**config.mk**
```make
export PLATFORM = sky130hd
export DESIGN_NAME = stream_mux_nx1
export DESIGN_NICKNAME = d
export VERILOG_FILES = /design/src/rtl/stream_mux_nx1.sv
export SDC_FILE = /design/constraint.sdc
export NUM_CORES = 1
export LEC_CHECK = 0
export ABC_AREA = 1
export BUFFER_PORTS_ARGS = -buffer_cell sky130_fd_sc_hd__buf_2
export CAP_MARGIN = 20
export CORE_MARGIN = 3
export CORE_UTILIZATION = 28
export CTS_CLUSTER_SIZE = 40
export DETAILED_ROUTE_END_ITERATION = 8
export PLACE_DENSITY = 0.48
export SYNTH_ARGS = -nofsm -noshare
export SYNTH_HDL_FRONTEND = slang
export SYNTH_SLANG_ARGS = --single-unit
```
**constraint.sdc**
```tcl
create_clock -name clk -period 2 [get_ports clk]
set_clock_uncertainty 0.15 [all_clocks]
set_input_delay 0.3 -clock clk [delete_from_list [all_inputs] [get_ports clk]]
set_output_delay 0.3 -clock clk [all_outputs]
set_load 0.03 [all_outputs]
```
**src/rtl/stream_mux_nx1.sv**
```systemverilog
// Purpose: N-to-1 valid/ready stream mux; source picked by static select or by arbitration.
// Latency: one cycle. An input handshake at edge k is visible on out_* after edge k.
// Backpressure: out_valid=1 with out_ready=0 holds the output register and drops every in_ready.
// Build option STREAM_MUX_RR_EN: round-robin arbitration (undefined: fixed priority, lowest index wins).
module stream_mux_nx1 #(
  parameter int N  = 4,
  parameter int W  = 8,
  parameter int SW = $clog2(N)  // derived from N; leave at its default
) (
  input  logic           clk,
  input  logic           rst_n,
  input  logic [N*W-1:0] in_data,
  input  logic [N-1:0]   in_valid,
  output logic [N-1:0]   in_ready,
  input  logic           sel_mode,
  input  logic [SW-1:0]  sel,
  output logic [W-1:0]   out_data,
  output logic           out_valid,
  input  logic           out_ready,
  output logic [SW-1:0]  out_sel
);

  logic          load_en;
  logic          gnt_vld;
  logic [SW-1:0] gnt_idx;
  logic [W-1:0]  gnt_dat;
  logic [N-1:0]  gnt;

`ifdef STREAM_MUX_RR_EN
  logic [SW-1:0] ptr;
  int            best;
  int            dist;
`endif

  // The output register can take a new word when empty or being drained this cycle.
  // rst_n is folded in so no source sees ready (and believes it handed off) during reset.
  assign load_en = rst_n & (~out_valid | out_ready);

  // Pick at most one granted channel and its data.
  always_comb begin
    gnt_vld = 1'b0;
    gnt_idx = '0;
    gnt_dat = '0;
`ifdef STREAM_MUX_RR_EN
    best    = N;
    dist    = 0;
`endif
    if (sel_mode) begin
      // Static select: an out-of-range sel matches no channel, so nothing is granted.
      for (int i = 0; i < N; i++) begin
        if ((SW'(i) == sel) && in_valid[i]) begin
          gnt_vld = 1'b1;
          gnt_idx = SW'(i);
          gnt_dat = in_data[i*W +: W];
        end
      end
    end else begin
`ifdef STREAM_MUX_RR_EN
      // Round robin: the valid channel closest to ptr, counting upward with wrap, wins.
      for (int i = 0; i < N; i++) begin
        if (in_valid[i]) begin
          dist = (i >= int'(ptr)) ? (i - int'(ptr)) : (i + N - int'(ptr));
          if (dist < best) begin
            best    = dist;
            gnt_vld = 1'b1;
            gnt_idx = SW'(i);
            gnt_dat = in_data[i*W +: W];
          end
        end
      end
`else
      // Fixed priority: lowest valid index wins.
      for (int i = 0; i < N; i++) begin
        if (in_valid[i] && !gnt_vld) begin
          gnt_vld = 1'b1;
          gnt_idx = SW'(i);
          gnt_dat = in_data[i*W +: W];
        end
      end
`endif
    end
  end

  // Expand the winning index into a one-hot grant vector.
  always_comb begin
    gnt = '0;
    for (int i = 0; i < N; i++) begin
      gnt[i] = gnt_vld && (gnt_idx == SW'(i));
    end
  end

  assign in_ready = gnt & {N{load_en}};

  // Output register: load the granted word, or go empty when nothing is granted.
  always_ff @(posedge clk or negedge rst_n) begin
    if (!rst_n) begin
      out_valid <= 1'b0;
      out_data  <= '0;
      out_sel   <= '0;
    end else if (load_en) begin
      if (gnt_vld) begin
        out_valid <= 1'b1;
        out_data  <= gnt_dat;
        out_sel   <= gnt_idx;
      end else begin
        out_valid <= 1'b0;
      end
    end
  end

`ifdef STREAM_MUX_RR_EN
  // Arbitration pointer moves just past the channel that won an arbitrated transfer.
  always_ff @(posedge clk or negedge rst_n) begin
    if (!rst_n) begin
      ptr <= '0;
    end else if (load_en && gnt_vld && !sel_mode) begin
      ptr <= (gnt_idx == SW'(N-1)) ? '0 : gnt_idx + 1'b1;
    end
  end
`endif

endmodule

```
Yosys cells after proc, flatten, opt, wreduce, memory -nomap -nowiden
Index checks and enable logic that the tools add are counted.
Cells by class
  add/subtract/negate cells: 0
  mux-type cells: 29
  shift-type cells: 0
  bitwise operators: 4
  order comparisons: 0
  reduce and logical (&&, ||, !) cells: 17
  eq/ne operators: 6
  $mul: 0
  div/mod/pow operators: 0
Operator list (number)
  two-way mux 8 bit: 9
  two-way mux 1 bit: 15
  logical AND 1 bit: 11
  two-way mux 2 bit: 5
  AND 4 bit: 1
  == test 2 bit, first input constant: 2
  == test 2 bit, second input constant: 2
  logical NOT 2 bit: 2
  logical NOT 1 bit: 3
  == test 1 x 2 -> 1 bit, first input constant: 1
  == test 2 x 1 -> 1 bit, second input constant: 1
  AND reduction 2 bit: 1
  AND 1 bit: 1
  inverter 1 bit: 1
  bitwise OR 1 bit: 1
Word-level totals
  bits in writable memories: 0
  input port bits: 42
  register bits: 11
  bits in read-only memories: 0
  word-level logic and storage cells: 59
  latch bits: 0
  memories kept: 0
  output and inout bits: 15

Depth between registers and ports, before layout
Gate-level depths: netlist of run 1.
  depth after elaboration: 17
  depth in mapped cells: 10
  mapped depth without buffers: 9

Worst setup path before layout of run 1
OpenSTA, ideal clock, no wires.
  kind: register to output
  from: register out_valid
  to: output port in_ready[2]
  slack: 56 ps
  data arrival time: 1494 ps
  data required time: 1550 ps
  path buffers: 1
  cell stages (with the launch flop): 8
  cells stage by stage: dfrtp_1 -> inv_1 -> o21a_1 -> nand2_1 -> nor2_4 -> buf_6 -> nand2_2 -> nor2_1
Between the ends
  longest elaborated chain between the ends: 4
RTL lines
  start: declaration: line 18  | output logic out_valid,
  start signal: assignment: line 97  | out_valid <= 1'b0;
  start signal: assignment: line 102  | out_valid <= 1'b1;
  start signal: assignment: line 106  | out_valid <= 1'b0;
  inverter 1 bit: line 37  | assign load_en = rst_n & (~out_valid | out_ready);
  bitwise OR 1 bit: line 37
  AND 1 bit: line 37
  AND 4 bit: line 92  | assign in_ready = gnt & {N{load_en}};
  end: declaration: line 14  | output logic [N-1:0] in_ready,
No other way between the ends.

Worst setup path in the final report of run 1
  from: register out_valid
  to: output port in_ready[1]
The elaborated chain is that of the path after synthesis.

==> results of run 1 <==
==> routing by layer <==
metal / routed length, um / GRT usage (%) / vias up
met3: 302 / 3.17 / 2
li1: - / - / 936
met1: 1910 / 21.4 / 803
met5: 0 / 0 / -
met4: 8 / 1.60 / 0
met2: 2310 / 29.2 / 49
==> power groups by stage <==
stage	Clock, mW	Sequential [mW]	Combinational (mW)
finish	0.223	0.294	0.478
global route	0.246	0.301	0.541
CTS	0.231	0.295	0.486
detailed placement	0	0.296	0.485
global placement	0	0.299	0.482
floorplan	0	0.397	0.218
==> metrics by stage <==
step,worst slack [ns],std cells
finish,0.165,380
global route,0.0194,380
CTS,0.118,380
detailed placement,0.133,375
global placement,0.152,375
floorplan,0.0561,250
==> Yosys cell counts <==
master,number,area (sq um)
sky130_fd_sc_hd__dfrtp_1,11,275
sky130_fd_sc_hd__and2_1,1,6.26
sky130_fd_sc_hd__nand3_2,2,20.0
sky130_fd_sc_hd__buf_4,3,22.5
sky130_fd_sc_hd__nand4_1,24,150
sky130_fd_sc_hd__buf_2,7,35.0
sky130_fd_sc_hd__o21a_1,1,7.51
sky130_fd_sc_hd__nor2_1,19,71.3
sky130_fd_sc_hd__inv_1,26,97.6
sky130_fd_sc_hd__buf_6,4,45.0
sky130_fd_sc_hd__inv_2,5,18.8
sky130_fd_sc_hd__a21oi_1,1,5.00
sky130_fd_sc_hd__o21ai_0,9,45.0
sky130_fd_sc_hd__nor2_8,1,20.0
sky130_fd_sc_hd__nand3_4,1,17.5
sky130_fd_sc_hd__o21ai_1,1,5.00
sky130_fd_sc_hd__nand2_2,1,6.26
sky130_fd_sc_hd__nand2_1,91,342
sky130_fd_sc_hd__nor2_2,3,18.8
sky130_fd_sc_hd__clkinv_1,1,3.75
sky130_fd_sc_hd__nand3_1,36,180
sky130_fd_sc_hd__nor3_2,1,10.0
sky130_fd_sc_hd__nor2_4,1,11.3
==> tightest hold or removal path: cells and delay by family <==
family	cells	cell delay, ns
AO/OA/AOI/OAI	2	0.20
buffers and inverters	1	0.08
==> cell families after synthesis <==
group	count (synthesis)	share of synthesized area, %
simple gates	181	60.4
compound gates	12	4.42
buf+inv	46	15.8
flops	11	19.5
==> cell type report <==
cell class | instances | area, sq um
Fill cell | 596 | 2960
Inverter | 32 | 120
Timing Repair Buffer | 73 | 418
Sequential cell | 11 | 275
Tap cell | 67 | 83.8
Clock buffer | 4 | 45.0
Multi-Input combinational cell | 193 | 916
==> state kept, by name (all words and copies together) (netlist names) <==
| name | cells |
|---|---|
| out_data | 8 |
| out_valid | 1 |
| out_sel | 2 |
==> path summary, 6_finish.rpt <==
path	from	endpoint	slack, ns	depth (start not counted)
max	out_valid	in_ready[1]	0.16	7
min	out_ready	out_valid	0.22	3
max reg2reg	out_valid	out_data[1]	0.62	8
min reg2reg	out_sel[1]	out_sel[1]	0.31	2
max in group asynchronous	rst_n	out_data[1]	1.17	3
min in group asynchronous	rst_n	out_valid	0.38	3
==> timing repair <==
| item | CTS | global route |
|---|---|---|
| hold endpoints to repair | 11 | 0 |
| hold buffers | 1 | 0 |
| gates resized for setup | 0 | 5 |
| setup endpoints to repair | 0 | 4 |
==> cells in the final DEF, fill, tap and decap left out, drive strengths merged <==
cell type,netlist,routed
nor3,1,1
dlygate4sd3,0,1
clkbuf,0,5
a21oi,1,1
inv,31,31
nand2,92,92
nand4,24,24
buf,14,71
dfrtp,11,11
nor2,24,24
clkinv,1,1
o21ai,10,10
nand3,39,39
and2,1,1
o21a,1,1
==> run summary, run 1 <==
At the end of routability-driven placement, the weighted congestion stood at roughly 0.84. The critical path is of the flip-flop to output pin type. The count of antenna diodes in the layout is 0.

The post-synthesis average cell area came out at 5.66 sq um. The total number of vias is approximately 1800. Data on the critical path arrives at its endpoint at 1.39 ns. The sequential cell fraction of total power came out at 29.5%.

The run finished with clean final reports. The highest clock frequency the design can meet came out at approximately 540 MHz. The number of nets in the final layout is approximately 360. Net switching is 42.4% of the power. Along the worst path, the maximum fanout reaches 4. The number of port buffers is 56. The clock passes through at most 2 buffers.

Global routing used 16.5% of the available tracks. The power per cell area came out at between 500 and 600 mW/mm^2. The relative slew slack came out at between 80% and 90%.

For the worst setup path, the data required time is 1.55 ns. The clock reaches the later pin of the worst-skew pair after 0.24 ns. In this run the clock root is driven by a sky130_fd_sc_hd__clkbuf_8. The layout overhead on the synthesized area is 31.4%.

TritonCTS built the clock tree. After floorplanning, the core was sized to cover ~0.0048 sq mm. Of the total power, the clock network draws between 20% and 30%. The iteration-0 DRC count of the detailed router came out at 79. The clock transition at the registers of the reported paths is roughly 0.050 ns.

The synthesized netlist net count came out at just under 300. The analysis attributes to net switching a power of 0.422 mW. The maximum ir drop on the vdd rail is 0.285 mV.

The global-route wire length before repair came out at roughly 8.1 mm. The number of buffers inserted to repair setup after CTS came out at 0. Once detail routing completed, the nets flagged for antenna violations numbered 0. The worst setup path is captured at an output pin. The slew at the pin closest to its max-slew limit is 0.264 ns. Summed over all nets, the half-perimeter wirelength after detailed placement is approximately 3.7 mm. In the routed design, unresolved DRC markers number 0.

The maximum number of pins on one net before global-route repair is 17. The finished layout cell area came out at roughly 0.0019 sq mm. The H-tree depth came out at 1. Measured along the x axis, the die boundary spans approximately 77 um. The critical path's slowest cell is sky130_fd_sc_hd__dfrtp_1.

The die extent in y is around 77 um. The per-cell routed wire length came out at 11.9 um. The time the worst path needs with I/O delays and setup is between 1.5 and 2 ns.

In this design, the largest share of critical-path delay is due to simple AND/OR/NAND/NOR gates. The distinct cell type count after synthesis came out at 23. The cell area after technology mapping came out at between 0.001 and 0.0015 sq mm. The wire length after detailed routing came out at ~4.5 mm. The fraction of final layout cells sized beyond drive strength 1 came out at between 20% and 30%. Once the floorplan was initialized, standard cells occupied between 20 and 30% of the core.

Traced cell by cell, the critical path runs through inv_1 > o21a_1 > nand2_1 > nor2_4 > nand2_1 > nor2_2 > buf_2. The final global-route overflow total is 0. The final number of max-transition violations was 0. The number of failing setup endpoints in the final timing report is 0. The cell-internal power came out at ~0.57 mW. STA classifies the critical path startpoint as a flip-flop. The first detailed-routing pass took 4 iterations. The final-report hold violation count is 0. Counting both buffers and inverters, the worst setup path holds a total of 2. Dividing the detail-routed via count by the number of cells gives ~4.7.

The stage delay of the slowest cell on the critical path is approximately 0.37 ns. Setup repair after global routing left no endpoint under its margin. The portion of total power attributed to combinational logic is a little under half.

Pin placement for this block handled between 50 and 60 I/O pins. The cell area after placement came out at about 0.0018 sq mm. After routing, the total negative slack on setup checks comes to 0 ns. Total power for the finished layout comes to 0.996 mW.

The TritonCTS sink count came out at 11. Among the stages of the critical path, the cell type that occurs most often is sky130_fd_sc_hd__nand2_1. The tightest hold margin came out at roughly 0.22 ns. The max-cap check violation count is 0. The leakage power of the design came out at between 1 and 1.5 nW. The final critical-path share of the clock period came out at 91.8%. The core utilization of the finished layout came out at between 30% and 40%. Synthesis produced a netlist whose cell count is between 200 and 300. The initial antenna violation count is 0. The number of synthesis warnings came out at 0. After synthesis the netlist holds a flip-flop and latch count of 11. The die area is between 0.005 and 0.006 sq mm. In this run the worst hold path is classified as input pin to flip-flop. The number of placement rows came out at 25. The number of global-route vias before repair is about 1800. Sequential cells were found to cover a little under 20% of the synthesized design area. The number of clock buffers added by TritonCTS is 3.
Note: power is estimated with default switching activity, not from simulation.
==> inputs of run 2 (changes only) <==
- GPL_TIMING_DRIVEN: unset -> 0
- PLACE_DENSITY: 0.48 -> 0.5
==> run summary, run 2 (synthesis results as in run 1) <==
The register-to-register path setup slack came out at around 0.50 ns. The effective utilization at floorplan is between 20% and 30%. The fraction of final layout cells sized beyond drive strength 1 came out at between 30% and 40%. The largest fanout of any net on the critical path is 9. The run finished with clean final reports.

The worst register-to-register path has a depth of 9. The layout overhead on the synthesized area is 39.6%. The top cell types in the final layout, fill and taps aside, are sky130_fd_sc_hd__nand2_1, sky130_fd_sc_hd__buf_2, sky130_fd_sc_hd__nand3_1, sky130_fd_sc_hd__nand4_1, sky130_fd_sc_hd__inv_1. The total number of vias is 1838. The relative slew slack is around 65%. The total routing resource utilization after global routing came out at between 15 and 20%. In this run the cell area measured after placement is 0.00176 sq mm. STA classifies the critical path startpoint as an input pin.

Clock tree synthesis inserted a total of 3 buffers. The die width is 77.1 um. The final critical-path share of the clock period is 97.7%.

Summed over all layers, the global routing overflow is 0. The leakage power of the design came out at 1.19 nW. Setup repair after global routing could not meet its margin everywhere. The die extent in y came out at 77.1 um. The final HPWL from detailed placement is between 3 and 4 mm. The maximum number of pins on one net before global-route repair is 12. Using the TritonRoute via totals, the vias-per-cell ratio works out to about 4.7. The number of failing setup endpoints in the final timing report came out at 0.

The clock latency of the later-clocked register in the worst-skew pair came out at between 0.2 and 0.25 ns. With fillers left out, the area of the finished cells amounts to a little under 0.002 sq mm. The slew at the pin closest to its max-slew limit came out at around 0.52 ns. TritonCTS built the clock tree.

The H-tree depth is 1. The iteration-0 DRC count of the detailed router came out at 65. By startpoint and endpoint, the worst setup path is classified as input pin to output pin. In this run the remaining antenna-violating nets after routing total 0. The register with the most flip-flops in the layout has 8 of them.

The number of fill cells in the layout is approximately 580. The final number of max-transition violations came out at 0. The initial antenna violation count is 0. The TritonCTS sink count came out at 11.

The number of port buffers came out at 53. The final-report hold violation count came to 0. The min-delay analysis places its worst path in the category input pin to flip-flop. The number of placement rows is 25. The maximum buffer depth of the clock tree came out at 2. The region available for standard cell placement spans around 0.0048 sq mm. The endpoint required time on the critical path came out at about 1.6 ns. The register containing the most flip-flops in the final layout is out_data.

The tightest hold margin came out at between 0.2 and 0.25 ns. Along the worst hold path, the cell count comes to 3. The power per cell area came out at 525 mW/mm^2. The worst setup path is captured at an output pin.

The minimum setup slack after placement is -0.0642 ns. Across the run, the number of max-cap violations was 0. VDD sags by at most 0.232 mV. The clock transition at the registers of the reported paths is roughly 0.05 ns. The die area came out at roughly 0.0059 sq mm. The smallest clock period supported by the final layout is computed as 1.95 ns. The arrival time of the worst setup path is ~1.5 ns. The minimum setup slack in the final design came out at 0.0453 ns. The core utilization of the finished layout came out at 41.0%. At the end of routability-driven placement, the weighted congestion stood at ~0.83.

Leaving out fill and tap cells, the most frequent cell in the layout is sky130_fd_sc_hd__nand2_1. In the routed design, unresolved DRC markers number 0. The number of global-route vias before repair was about 1700. The wire length after detailed routing came out at 4.77 mm.

Before antenna repair, the detailed router went through 4 iterations. The total design power came out at 1.04 mW. The number of top-level pins came out at 57. The count of antenna diodes in the layout came out at 0. Dividing the detail-routed wire length by the instance count gives roughly 12 um. The highest clock frequency the design can meet came out at between 500 and 600 MHz. CTS placed an instance of sky130_fd_sc_hd__clkbuf_8 at the clock tree root. The global-route wire length before repair came out at 7.98 mm. In the final layout, the registers with the most flip-flops are out_data: 8 flops, out_sel: 2 flops, out_valid: 1 flops. The number of nets in the final layout is roughly 360.
-- run 2: changes by cell type in the layout (fill, tap and decap cells not counted), sizes merged --
cell and change:
buf +8, clkbuf -2, clkinv +2, inv -1
-- run 2: worst max-delay path, cell delays in order --
cell	delay, ns
sky130_fd_sc_hd__buf_2	0.14
sky130_fd_sc_hd__nor2_4	0.23
sky130_fd_sc_hd__nand2_1	0.08
sky130_fd_sc_hd__nand2_1	0.09
sky130_fd_sc_hd__nor2_2	0.06
sky130_fd_sc_hd__nor2_4	0.14
sky130_fd_sc_hd__buf_6	0.14
sky130_fd_sc_hd__nand2_2	0.06
sky130_fd_sc_hd__nor2_2	0.12
sky130_fd_sc_hd__buf_6	0.14
-- run 2: metrics by stage --
| step | std cells | TNS (ns) |
|---|---|---|
| final | 387 | 0 |
| after floorplan | 250 | 0 |
| after global placement | 370 | -0.280 |
| after global routing | 387 | -0.0707 |
| after CTS | 375 | 0 |
| after detailed placement | 370 | -0.222 |
-- run 2: where the power goes --
part           internal [mW]  total [mW]  switching (mW)
Sequential             0.271       0.295          0.0237
Clock                  0.137       0.221          0.0837
Combinational          0.188       0.521           0.333
-- run 2: path summary, 6_finish.rpt --
check | start | end
setup / recovery | sel[1] | in_ready[1]
hold / removal | out_ready | out_valid
setup reg to reg | out_valid | out_data[1]
hold reg to reg | out_sel[1] | out_sel[1]
max in group asynchronous | rst_n | out_data[6]
min in group asynchronous | rst_n | out_sel[1]
-- run 2: routing by layer --
layer	GRT usage [%]	part of all wire, %	vias to the layer above
met1	21.8	45	829
li1	-	-	957
met2	27.3	49	44
met5	0	0	-
met3	3.52	4.0	8
met4	3.56	1.7	0
-- run 2: final cells by class --
| type | instances | area (sq um) | share of cell area (%) |
|---|---|---|---|
| buffer | 13 | 97.6 | 4.95 |
| clock buffer | 3 | 41.3 | 2.09 |
| clock inverter | 1 | 5.00 | 0.254 |
| inverter | 32 | 128 | 6.47 |
| multi-input combinational | 193 | 948 | 48.1 |
| sequential | 11 | 275 | 14.0 |
| tap | 67 | 83.8 | 4.25 |
| timing repair buffer | 67 | 394 | 20.0 |
-- run 2: repair_timing --
| action | in CTS | in global routing |
|---|---|---|
| pin swaps | 0 | 8 |
| setup endpoints to repair | 4 | 4 |
| setup buffers | 0 | 13 |
| hold buffers | 1 | 0 |
| gates resized for setup | 6 | 17 |
| endpoints found under the hold margin | 11 | 0 |
